<file path="src/rtl/cc_receive.sv">
// cc_receive: 8N1 deserialiser for the CC link.
// Takes the byte stream from the CC transmitter (start low, 8 data bits LSB
// first, stop high). Each good byte is written into the frame buffer at
// consecutive addresses. frame_done flags a complete frame of SUBFRAME bytes.
// frame_err flags an aborted frame, either a bad stop bit or an idle gap
// inside a partial frame.
// Build options:
//   CC_RX_GLITCH_FILTER_EN - majority-of-three sampling around each sample
//                            point. The write comes one cycle later.
//   CFDR                   - selects the 2048-byte frame size.
module cc_receive #(
`ifdef CFDR
   parameter int SUBFRAME    = 2048,
`else
   parameter int SUBFRAME    = 48,
`endif
   parameter int BIT_PERIOD  = 51,
   parameter int GAP_TIMEOUT = 400
) (
   input  logic        clock,
   input  logic        reset_n,
   input  logic        rx,
   output logic [11:0] wraddress,
   output logic [7:0]  wdata,
   output logic        wren,
   output logic        frame_done,
   output logic        frame_err,
   output logic [12:0] byte_count
);

   localparam int CW = $clog2(BIT_PERIOD + 1);
   localparam int GW = $clog2(GAP_TIMEOUT + 1);

`ifdef CC_RX_GLITCH_FILTER_EN
   // Decisions are taken one cycle after the nominal sample point.
   localparam int FILT_DLY = 1;
`else
   localparam int FILT_DLY = 0;
`endif

   localparam logic [CW-1:0] START_LAST = CW'(BIT_PERIOD / 2 - 1 + FILT_DLY);
   localparam logic [CW-1:0] BIT_LAST   = CW'(BIT_PERIOD - 1);
   localparam logic [GW-1:0] GAP_LAST   = GW'(GAP_TIMEOUT - 1);
   localparam logic [12:0]   SUB13      = 13'(SUBFRAME);

   typedef enum logic [2:0] {IDLE, START, DATA, STOP, WAIT_HIGH} state_t;

   state_t        state_reg;
   logic [CW-1:0] cnt_reg;
   logic [2:0]    bit_idx_reg;
   logic [7:0]    shift_reg;
   logic [GW-1:0] gap_reg;
   logic          rx_meta_reg;
   logic          rx_s;
   logic          rx_s_d;
   logic          rx_bit;
   logic          fall;
   logic          timeout;

   // Two-flop synchroniser plus one history tap used for edge detection.
   always_ff @(posedge clock or negedge reset_n) begin
      if (!reset_n) begin
         rx_meta_reg <= 1'b1;
         rx_s        <= 1'b1;
         rx_s_d      <= 1'b1;
      end else begin
         rx_meta_reg <= rx;
         rx_s        <= rx_meta_reg;
         rx_s_d      <= rx_s;
      end
   end

   assign fall = rx_s_d & ~rx_s;

`ifdef CC_RX_GLITCH_FILTER_EN
   logic rx_s_d2;

   // Second history tap: together with rx_s_d and rx_s this gives the
   // -1, 0 and +1 samples around the nominal sample point.
   always_ff @(posedge clock or negedge reset_n) begin
      if (!reset_n) rx_s_d2 <= 1'b1;
      else          rx_s_d2 <= rx_s_d;
   end

   assign rx_bit = (rx_s & rx_s_d) | (rx_s & rx_s_d2) | (rx_s_d & rx_s_d2);
`else
   assign rx_bit = rx_s;
`endif

   // An idle gap inside a partial frame aborts the frame. This check takes
   // priority over a start edge that arrives in the same cycle.
   assign timeout = (byte_count != 13'd0) && (byte_count != SUB13) &&
                    (gap_reg == GAP_LAST);

   // Receive FSM. All outputs are registered. The pulses default low.
   always_ff @(posedge clock or negedge reset_n) begin
      if (!reset_n) begin
         state_reg   <= IDLE;
         cnt_reg     <= '0;
         bit_idx_reg <= '0;
         shift_reg   <= '0;
         gap_reg     <= '0;
         wraddress   <= '0;
         wdata       <= '0;
         wren        <= 1'b0;
         frame_done  <= 1'b0;
         frame_err   <= 1'b0;
         byte_count  <= '0;
      end else begin
         wren       <= 1'b0;
         frame_done <= 1'b0;
         frame_err  <= 1'b0;
         case (state_reg)
            IDLE: begin
               if (timeout) begin
                  frame_err  <= 1'b1;
                  byte_count <= '0;
                  wraddress  <= '0;
                  gap_reg    <= '0;
               end else begin
                  // The cycle after the last write of a frame rewinds to address 0.
                  if (byte_count == SUB13) begin
                     byte_count <= '0;
                     wraddress  <= '0;
                  end
                  if (fall) begin
                     state_reg   <= START;
                     cnt_reg     <= '0;
                     bit_idx_reg <= '0;
                     gap_reg     <= '0;
                  end else if (byte_count != 13'd0 && byte_count != SUB13) begin
                     gap_reg <= gap_reg + 1'b1;
                  end else begin
                     gap_reg <= '0;
                  end
               end
            end
            START: begin
               if (cnt_reg == START_LAST) begin
                  cnt_reg   <= '0;
                  state_reg <= rx_bit ? IDLE : DATA;
               end else begin
                  cnt_reg <= cnt_reg + 1'b1;
               end
            end
            DATA: begin
               if (cnt_reg == BIT_LAST) begin
                  cnt_reg   <= '0;
                  shift_reg <= {rx_bit, shift_reg[7:1]};
                  if (bit_idx_reg == 3'd7) state_reg <= STOP;
                  else                     bit_idx_reg <= bit_idx_reg + 1'b1;
               end else begin
                  cnt_reg <= cnt_reg + 1'b1;
               end
            end
            STOP: begin
               if (cnt_reg == BIT_LAST) begin
                  cnt_reg <= '0;
                  gap_reg <= '0;
                  if (rx_bit) begin
                     wren       <= 1'b1;
                     wdata      <= shift_reg;
                     wraddress  <= byte_count[11:0];
                     byte_count <= byte_count + 1'b1;
                     frame_done <= (byte_count + 13'd1 == SUB13);
                     state_reg  <= IDLE;
                  end else begin
                     frame_err  <= 1'b1;
                     byte_count <= '0;
                     wraddress  <= '0;
                     state_reg  <= WAIT_HIGH;
                  end
               end else begin
                  cnt_reg <= cnt_reg + 1'b1;
               end
            end
            WAIT_HIGH: begin
               if (rx_s) state_reg <= IDLE;
            end
            default: state_reg <= IDLE;
         endcase
      end
   end

endmodule

</file>
<file path="config.mk">
export PLATFORM = sky130hd
export DESIGN_NAME = cc_receive
export DESIGN_NICKNAME = d
export VERILOG_FILES = /design/src/rtl/cc_receive.sv
export SDC_FILE = /design/constraint.sdc
export NUM_CORES = 1
export LEC_CHECK = 0
export ABC_AREA = 1
export CAP_MARGIN = 40
export CORE_MARGIN = 5
export CORE_UTILIZATION = 40
export DETAILED_ROUTE_END_ITERATION = 6
export MAX_ROUTING_LAYER = met4
export SYNTH_ARGS = -nofsm -noshare
export SYNTH_HDL_FRONTEND = slang
export SYNTH_SLANG_ARGS = --single-unit
</file>
<file path="constraint.sdc">
create_clock -name clock -period 3.65 [get_ports clock]
set_input_delay 0.5475 -clock clock [delete_from_list [all_inputs] [get_ports clock]]
set_output_delay 0.5475 -clock clock [all_outputs]
set_load 0.05 [all_outputs]
</file>
# After elaboration in Yosys (flattened, before gate mapping)
# Cells that the tools add are included.
[word_totals]
out_inout_bits = 36
word_cells = 100
ff_bits = 68
in_bits = 3
[classes]
reduce_logical = 15
add_sub_neg = 4
bitwise_logic = 2
eq_ne = 20
n_mux = 45
[op_table]
columns = ["cell", "count"]
rows = [
  ["13-bit 2-to-1 mux", 4],
  ["12-bit 2-to-1 mux", 4],
  ["3-bit 2-to-1 mux", 12],
  ["9-bit 2-to-1 mux", 4],
  ["13-bit by 6-bit == test with 1-bit output (second input constant)", 2],
  ["13-bit one-hot mux with 2 select lines", 1],
  ["6-bit 2-to-1 mux", 4],
  ["12-bit one-hot mux with 2 select lines", 1],
  ["6-bit one-hot mux with 3 select lines", 1],
  ["9-bit one-hot mux with 2 select lines", 1],
  ["2-bit inequality test (second input constant)", 8],
  ["3-bit one-hot mux with 5 select lines", 1],
  ["13-bit by 1-bit adder with 13-bit output (second input constant)", 1],
  ["13-bit by 6-bit inequality test with 1-bit output (second input constant)", 1],
  ["13-bit nonzero test", 1],
  ["9-bit by 1-bit adder with 9-bit output (second input constant)", 1],
  ["9-bit == test (second input constant)", 1],
  ["1-bit 2-to-1 mux", 9],
  ["3-bit AND reduction", 3],
  ["7-bit AND reduction", 1],
  ["6-bit by 1-bit adder with 6-bit output (second input constant)", 1],
  ["3-bit by 2-bit == test with 1-bit output (second input constant)", 2],
  ["3-bit == test (second input constant)", 2],
  ["6-bit by 5-bit == test with 1-bit output (second input constant)", 1],
  ["other kinds (16)", 19],
]

# Depth between registers and ports, before layout
# Gate-level depths: netlist of run 1.
[logic_depth]
depth_word = 6
ltp_mapped = 10
depth_no_buf = 10

# Worst setup path before layout of run 1
# No wires, ideal clock.
[synth_timing]
path_type = "register to register"
start = "reg byte_count[0]"
end = "reg byte_count[1]"
synth_period_minus_slack_ns = 1.860
path_slack_ns = 1.790
n_path_buf = 1
arrival_ns = 1.739
setup_ns = 0.121
t_required_ns = 3.529
stages_incl_launch_ff = 10
path_cell_list = "dfrtp_1 inv_1 ha_1 nand3_1 nor2_1 nand3_1 nand2_2 buf_4 nand3_1 nand2_1"
[synth_between]
elab_chain_cells = 5
elab_cells_between_ends = 12
[synth_rtl]
columns = ["item", "line", "rtl"]
rows = [
  ["start: declaration", "28", "output logic [12:0] byte_count"],
  ["start signal: assignment", "164", "byte_count <= byte_count + 1'b1;"],
  ["parallel branches: the longest is 5 deep, another holds 13-bit by 1-bit adder with 13-bit output", "-", ""],
]
# Parallel ways; which one is timed is not known. The select of a mux whose other input is x is not followed.
# A chain may end at the register's enable or synchronous reset.

# Worst setup path in the final report of run 1
[layout_timing]
start = "reg byte_count[2]"
end = "out byte_count[2]"
# No word-level cell between the ends.

==> key figures, run 1 <==
Run status
  • Status: finished clean

Worst setup path
  • RR Startpoint: byte_count[0]
  • Required time of the critical path: 3100 ps
  • CP Cell Sequence: clkdlybuf4s50_1
  • Worst r2r path cells: 9
  • Critical path's top delay family: buffers and inverters
  • Slowest-stage cell, CP: clkdlybuf4s50_1
  • Critical Path Fanout Max: 10
  • Critical Path Stages: 1
  • CP Capture Type: output pin
  • Critical path launch point type: flip-flop
  • Worst path bufs/invs: 1
  • CP startpoint: byte_count[2]
  • Crit Path Class: flip-flop to output pin
  • Critical Path Max Stage Delay: 870 ps
  • CP arrival: 1750 ps

Min path
  • Hold Path Class: input port to asynchronous set/reset pin

Clock tree
  • # hold bufs at CTS: 0
  • H-tree Lvls: 3
  • CTS clock-pin slew for the worst setup and hold paths: 80 ps
  • Setup Fix Bufs, Post-CTS: 0
  • Clock Path Buffers: 2
  • Post-cts resize count: 0
  • CTS Buf Count: 9
  • CTS tree: built
  • Clk sinks: 68
  • Worst skew pair latency: 350 ps
  • CTS Root Buffer Type: clkbuf_8

Placed design
  • # port buffers: 38
  • Post-Place Cells: 606
  • GP Congestion: 0.873
  • HPWL Detailed: 5430 um

Timing
  • Ratio of final minimum period to clock period: 63.0%
  • Max-slew violation count: 0
  • Hold slack: 222 ps
  • Setup TNS: 0 ps
  • RSZ-0062 raised after global routing: no
  • Final Hold Viols: 0
  • Fin crit period: 2300 ps
  • Worst slew pin tran: 663 ps
  • Max-slew headroom: 55.6%
  • Fmax: 435 MHz
  • Setup Skew: 8.56 ps
  • Setup violations, final: 0

Pwr
  • P_int: 1.30 mW
  • Sw Share: 36.0%
  • Power per Cell Area: 476 nW/um^2
  • Worst vdd ir: 257 uV
  • Clock share of power: 31.0%
  • Combinational Power Share: 25.9%
  • Sequential share of power: 43.1%
  • Net load switching power: 0.728 mW
  • LEAKAGE: 2.10 nW

GRT
  • Met2 Usage GRT: 23.7%
  • GR peak layer: met2
  • First-pass GRT wire length: 13,600 um
  • Number of global-route vias before repair: 3,028
  • Global Route Usage Sum: 15.1%
  • Met3 Track Usage GR: 4.07%
  • Met1 Use GR: 19.0%
  • Initial antenna violation count: 0
  • Largest net degree at the start of global routing: 34
  • GRT Residual Overflow: 0

Logic synthesis
  • Synthesized instance count: 468
  • Mapped cell area: 3590 sq um
  • Yosys reg bits: 68
  • Number of synthesized flops with an enable pin: 0
  • Syn Area/Cell: 7.68 sq um
  • Syn_nets: 480
  • Ys Warns: 0
  • Post-synthesis sequential area ratio: 47.5%
  • Top_reg_cell synth: dfrtp_1
  • Post-synth cell types: 29
  • Ys async rst share: 100%

Die
  • Initial Util: 41.2%
  • DIE AREA: 11,000 sq um
  • Die Ht: 105 um
  • Die span in x: 105 um
  • Core Region: 8720 sq um
  • Io pins: 39
  • Site Rows: 34

Routing
  • WL/cell: 12.4 um
  • Via-per-instance ratio: 4.92
  • Antenna Nets Post-Route: 0
  • DR DRC count: 0
  • Initial DRC Count: 106
  • Post-Route WL: 7680 um
  • Vias: 3,058
  • 1st-pass router iterations: 4

Job
  • Max Cap Violations: 0

Layout
  • Non-Filler Instances: 622
  • Total Nets Final: 521
  • Synth-to-layout area growth: 18.4%
  • N_diodes: 0
  • Max FFs per register: 13
  • # fillers: 845
  • Share of cells above drive strength 1: 8.37%
[layout by cell type (no fill, tap or decap)]
cell,count
nand2_1,165
dfrtp_1,65
nand3_1,57
inv_1,50
clkdlybuf4s50_1,37
nor2_1,31
o21ai_0,16
nand4_1,14
o21ai_1,12
clkbuf_8,10
ha_1,9
nand2_2,5
nor3_1,4
inv_2,3
nor2_2,3
nand3_2,3
xor2_1,3
dfstp_2,3
clkinv_1,2
nor2_4,2
and3_1,2
or2_2,2
clkinv_2,2
clkinvlp_4,2
buf_4,2
nand3_4,1
o21ai_2,1
a21oi_1,1
xnor2_1,1
and2_1,1
or2_0,1
bufinv_16,1
clkinv_4,1
buf_2,1
buf_16,1
[worst paths after layout]
| kind | slack, ps | end |
|---|---|---|
| worst max-delay path | 1350 | byte_count[2] |
| max in group asynchronous | 2740 | byte_count[9] |
| min in group clock | 360 | rx_bit |
| worst min register to register | 360 | rx_bit |
| worst min-delay path | 220 | shift_reg[2] |
| worst max register to register | 1380 | cnt_reg[4] |
[routing by layer]
| metal | wire, um | share of wire, % |
|---|---|---|
| met1 | 3740 | 49 |
| met3 | 299 | 3.9 |
| met4 | 80 | 1.0 |
| met5 | 0 | 0 |
| met2 | 3570 | 46 |
[area by class of cell]
type / instances / area [sq um] / area share [%]
Sequential cell: 68 / 1710 / 40.1
Inverter: 55 / 206 / 4.85
Clock buffer: 10 / 138 / 3.24
Multi-Input combinational cell: 334 / 1590 / 37.3
Tap cell: 108 / 135 / 3.18
Timing Repair Buffer: 41 / 418 / 9.82
Clock inverter: 6 / 63.8 / 1.50
[synthesized netlist by cell type (4+ instances only)]
| cell | count | area, sq um |
|---|---|---|
| nand2_2 | 5 | 31.3 |
| dfrtp_1 | 65 | 1630 |
| nor2_1 | 31 | 116 |
| nor3_1 | 4 | 20.0 |
| nand4_1 | 14 | 87.6 |
| buf_6 | 5 | 56.3 |
| o21ai_0 | 16 | 80.1 |
| ha_1 | 9 | 113 |
| nand2_1 | 165 | 619 |
| o21ai_1 | 12 | 60.1 |
| nand3_1 | 57 | 285 |
| inv_1 | 50 | 188 |
[through the flow]
step	util, %	worst slack (ps)	area (sq um)	total power [mW]
after floorplan	-	1790	3590	1.31
after global placement	46.2	1460	4030	1.40
after detailed placement	46.5	1360	4050	1.42
after CTS	48.8	1340	4250	2.06
after global routing	48.8	1150	4250	2.17
final	48.8	1350	4250	2.02
[cells by family (layout without fill, tap and decap cells)]
| kind of cell | Yosys count | count (layout) | share of synthesized area [%] |
|---|---|---|---|
| buf+inv | 66 | 112 | 8.36 |
| fa+ha+maj | 9 | 9 | 3.13 |
| compound gates | 30 | 30 | 4.28 |
| flops | 68 | 68 | 47.5 |
| simple gates | 291 | 291 | 35.8 |
| xor+xnor | 4 | 4 | 0.975 |
[power groups by stage]
stage	Sequential, mW	Combinational, mW	Clock [mW]
final	0.873	0.524	0.627
after global routing	0.885	0.606	0.684
after CTS	0.873	0.534	0.655
after floorplan	0.893	0.418	0
after global placement	0.884	0.515	0
after detailed placement	0.888	0.531	0
Note: power is estimated with default switching activity, not from simulation.
==> run 2, diff against run 1 <==
Clock period 3.65 ns to 2 ns, I/O delays scaled along.
==> run 2 against run 1 <==
Against the previous run: combinational power grew 89%; critical path depth unchanged; via count increased by 0.82%; sequential power grew 81%; count of clock-buffer cells in the layout fell by 1; highest routed layer unchanged.
==> key figures, run 2 (synthesis gave the netlist of run 1 again) <==
Timing
  • Max-slew headroom: 65.9% (+10 points)
  • Setup violations, final: 0 (unchanged)
  • Setup Skew: 12.1 ps (+3.58 ps)
  • Max-slew violation count: 0 (unchanged)
  • Final Hold Viols: 0 (unchanged)
  • Worst slew pin tran: 511 ps (-152 ps)
  • Ratio of final minimum period to clock period: 96.1%
  • Fmax: 520 MHz
  • Fin crit period: 1920 ps
  • RSZ-0062 raised after global routing: no
  • Worst Slack Setup Final: 78.1 ps (-1270 ps)
  • Setup TNS: 0 ps (unchanged)

Worst setup path
  • Crit Path Class: flip-flop to output pin
  • Critical path launch point type: flip-flop
  • CP arrival: 1620 ps (-130 ps)
  • RR Startpoint: byte_count[0]
  • Slowest-stage cell, CP: clkdlybuf4s50_1
  • Critical path's top delay family: buffers and inverters
  • CP Capture Type: output pin
  • Critical Path Max Stage Delay: 850 ps (-20 ps)
  • Reg-to-reg endpoint: wraddress[0]
  • Critical Path Fanout Max: 6 (-4)
  • CP startpoint: byte_count[10]
  • Worst path bufs/invs: 1 (unchanged)
  • Register-to-register setup slack: 200 ps (-1180 ps)
  • Worst r2r path cells: 10 (+1)
  • CP Cell Sequence: clkdlybuf4s50_1
  • Required time of the critical path: 1700 ps (-1400 ps)
  • Critical Path Stages: 1 (unchanged)
  • CP Capture Point: byte_count[10]

Layout
  • Seq. cell area: 1710 sq um (unchanged)
  • # fillers: 849 (+0.47%)
  • Most common cell after layout, fill and taps aside: nand2_1
  • N_diodes: 0 (unchanged)
  • Synth-to-layout area growth: 18.8%
  • Commonest non-fill, non-tap cells in the layout: nand2_1, dfrtp_1, nand3_1, inv_1, nor2_1
  • Max FFs per register: 13 (unchanged)
  • Total Nets Final: 529 (+1.5%)
  • Share of cells above drive strength 1: 10.2% (+1.8 points)
  • Area of the multi-input gates: 1590 sq um (unchanged)

Routing
  • DR DRC count: 0 (unchanged)
  • Antenna Nets Post-Route: 0 (unchanged)
  • Vias: 3,083 (+0.82%)
  • Initial DRC Count: 111 (+4.7%)
  • Post-Route WL: 7820 um (+1.8%)
  • Via-per-instance ratio: 4.89 (-0.46%)
  • 1st-pass router iterations: 4 (unchanged)
  • WL/cell: 12.4 um (+0.52%)

Clock tree
  • CTS Buf Count: 9 (unchanged)
  • Setup Fix Bufs, Post-CTS: 0 (unchanged)
  • Clock Path Buffers: 2 (unchanged)
  • CTS tree: built
  • Clk sinks: 68 (unchanged)
  • Worst skew pair latency: 340 ps (about the same)
  • H-tree Lvls: 3 (unchanged)
  • CTS Root Buffer Type: clkbuf_8
  • CTS clock-pin slew for the worst setup and hold paths: 70 ps (about the same)

Die
  • Die Ht: 105 um (unchanged)
  • Core Region: 8720 sq um (unchanged)
  • DIE AREA: 11,000 sq um (unchanged)
  • Site Rows: 34 (unchanged)
  • Io pins: 39 (unchanged)
  • Initial Util: 41.2% (unchanged)
  • Die span in x: 105 um (unchanged)

Placed design
  • Worst slack, placed: 216 ps (-1140 ps)
  • # port buffers: 38 (unchanged)
  • GP Congestion: 0.859 (-1.6%)
  • HPWL Detailed: 5580 um (+2.8%)

Run status
  • Status: finished clean

GRT
  • Global Route Usage Sum: 15.4% (+0.30 points)
  • Initial antenna violation count: 0 (unchanged)
  • Largest net degree at the start of global routing: 69 (+100%)
  • Number of global-route vias before repair: 3,016 (-0.40%)
  • First-pass GRT wire length: 13,900 um (+2.2%)
  • GRT Residual Overflow: 0 (unchanged)

Min path
  • HP Start: rx_meta_reg
  • Hold Path Class: flip-flop to flip-flop

Pwr
  • LEAKAGE: 2.21 nW (+5.0%)
  • Worst vdd ir: 443 uV (+73%)
  • Power per Cell Area: 831 nW/um^2 (+75%)

Job
  • Max Cap Violations: 0 (unchanged)
run 2: stage by stage:
step	total power, mW	hold WS [ps]	instances	area (sq um)	util [%]
6_report	3.55	357	630	4270	49.0
5_1_grt	3.82	353	630	4270	49.0
4_1_cts	3.61	359	630	4260	48.9
3_5_place_dp	2.61	349	613	4090	46.9
3_3_place_gp	2.58	346	613	4090	46.9
2_1_floorplan	2.39	4.41	468	3590	-
run 2: where the power goes:
part / leakage [nW] / switching (mW) / internal [mW] / total (mW)
clock: 0.0848 / 0.536 / 0.442 / 0.978
combinational: 1.19 / 0.689 / 0.302 / 0.991
sequential: 0.931 / 0.108 / 1.47 / 1.58
run 2: worst min path at each step:
stage / to / slack, ps / depth (start not counted)
5_1_grt: rx_meta_reg / 350 / 1
4_1_cts: rx_meta_reg / 360 / 1
3_5_place_dp: rx_bit / 350 / 0
3_3_place_gp: wdata[2] / 350 / 2
6_report: rx_bit / 360 / 0
2_1_floorplan: bit_idx_reg[0] / 4 / 0
run 2: per-layer routing:
| metal | vias up | GRT usage (%) | share of wire [%] |
|---|---|---|---|
| li1 | 1578 | - | - |
| met1 | 1420 | 20.0 | 48 |
| met2 | 72 | 23.8 | 46 |
| met3 | 13 | 3.21 | 4.2 |
| met4 | 0 | 5.84 | 1.5 |
| met5 | - | - | 0 |
run 2: repair_timing:
| item | 4_1_cts | 5_1_grt |
|---|---|---|
| endpoints found under the setup margin | 4 | 3 |
| endpoints found under the hold margin | 65 | 0 |
| hold buffers | 1 | 0 |
| resized for setup | 4 | 3 |
run 2: final cells by class:
| cell class | count | area share (%) |
|---|---|---|
| Clock buffer | 9 | 2.90 |
| Clock inverter | 7 | 1.03 |
| Inverter | 55 | 4.83 |
| Multi-Input combinational cell | 334 | 37.2 |
| Sequential cell | 68 | 39.9 |
| Tap cell | 108 | 3.16 |
| Timing Repair Buffer | 49 | 11.0 |
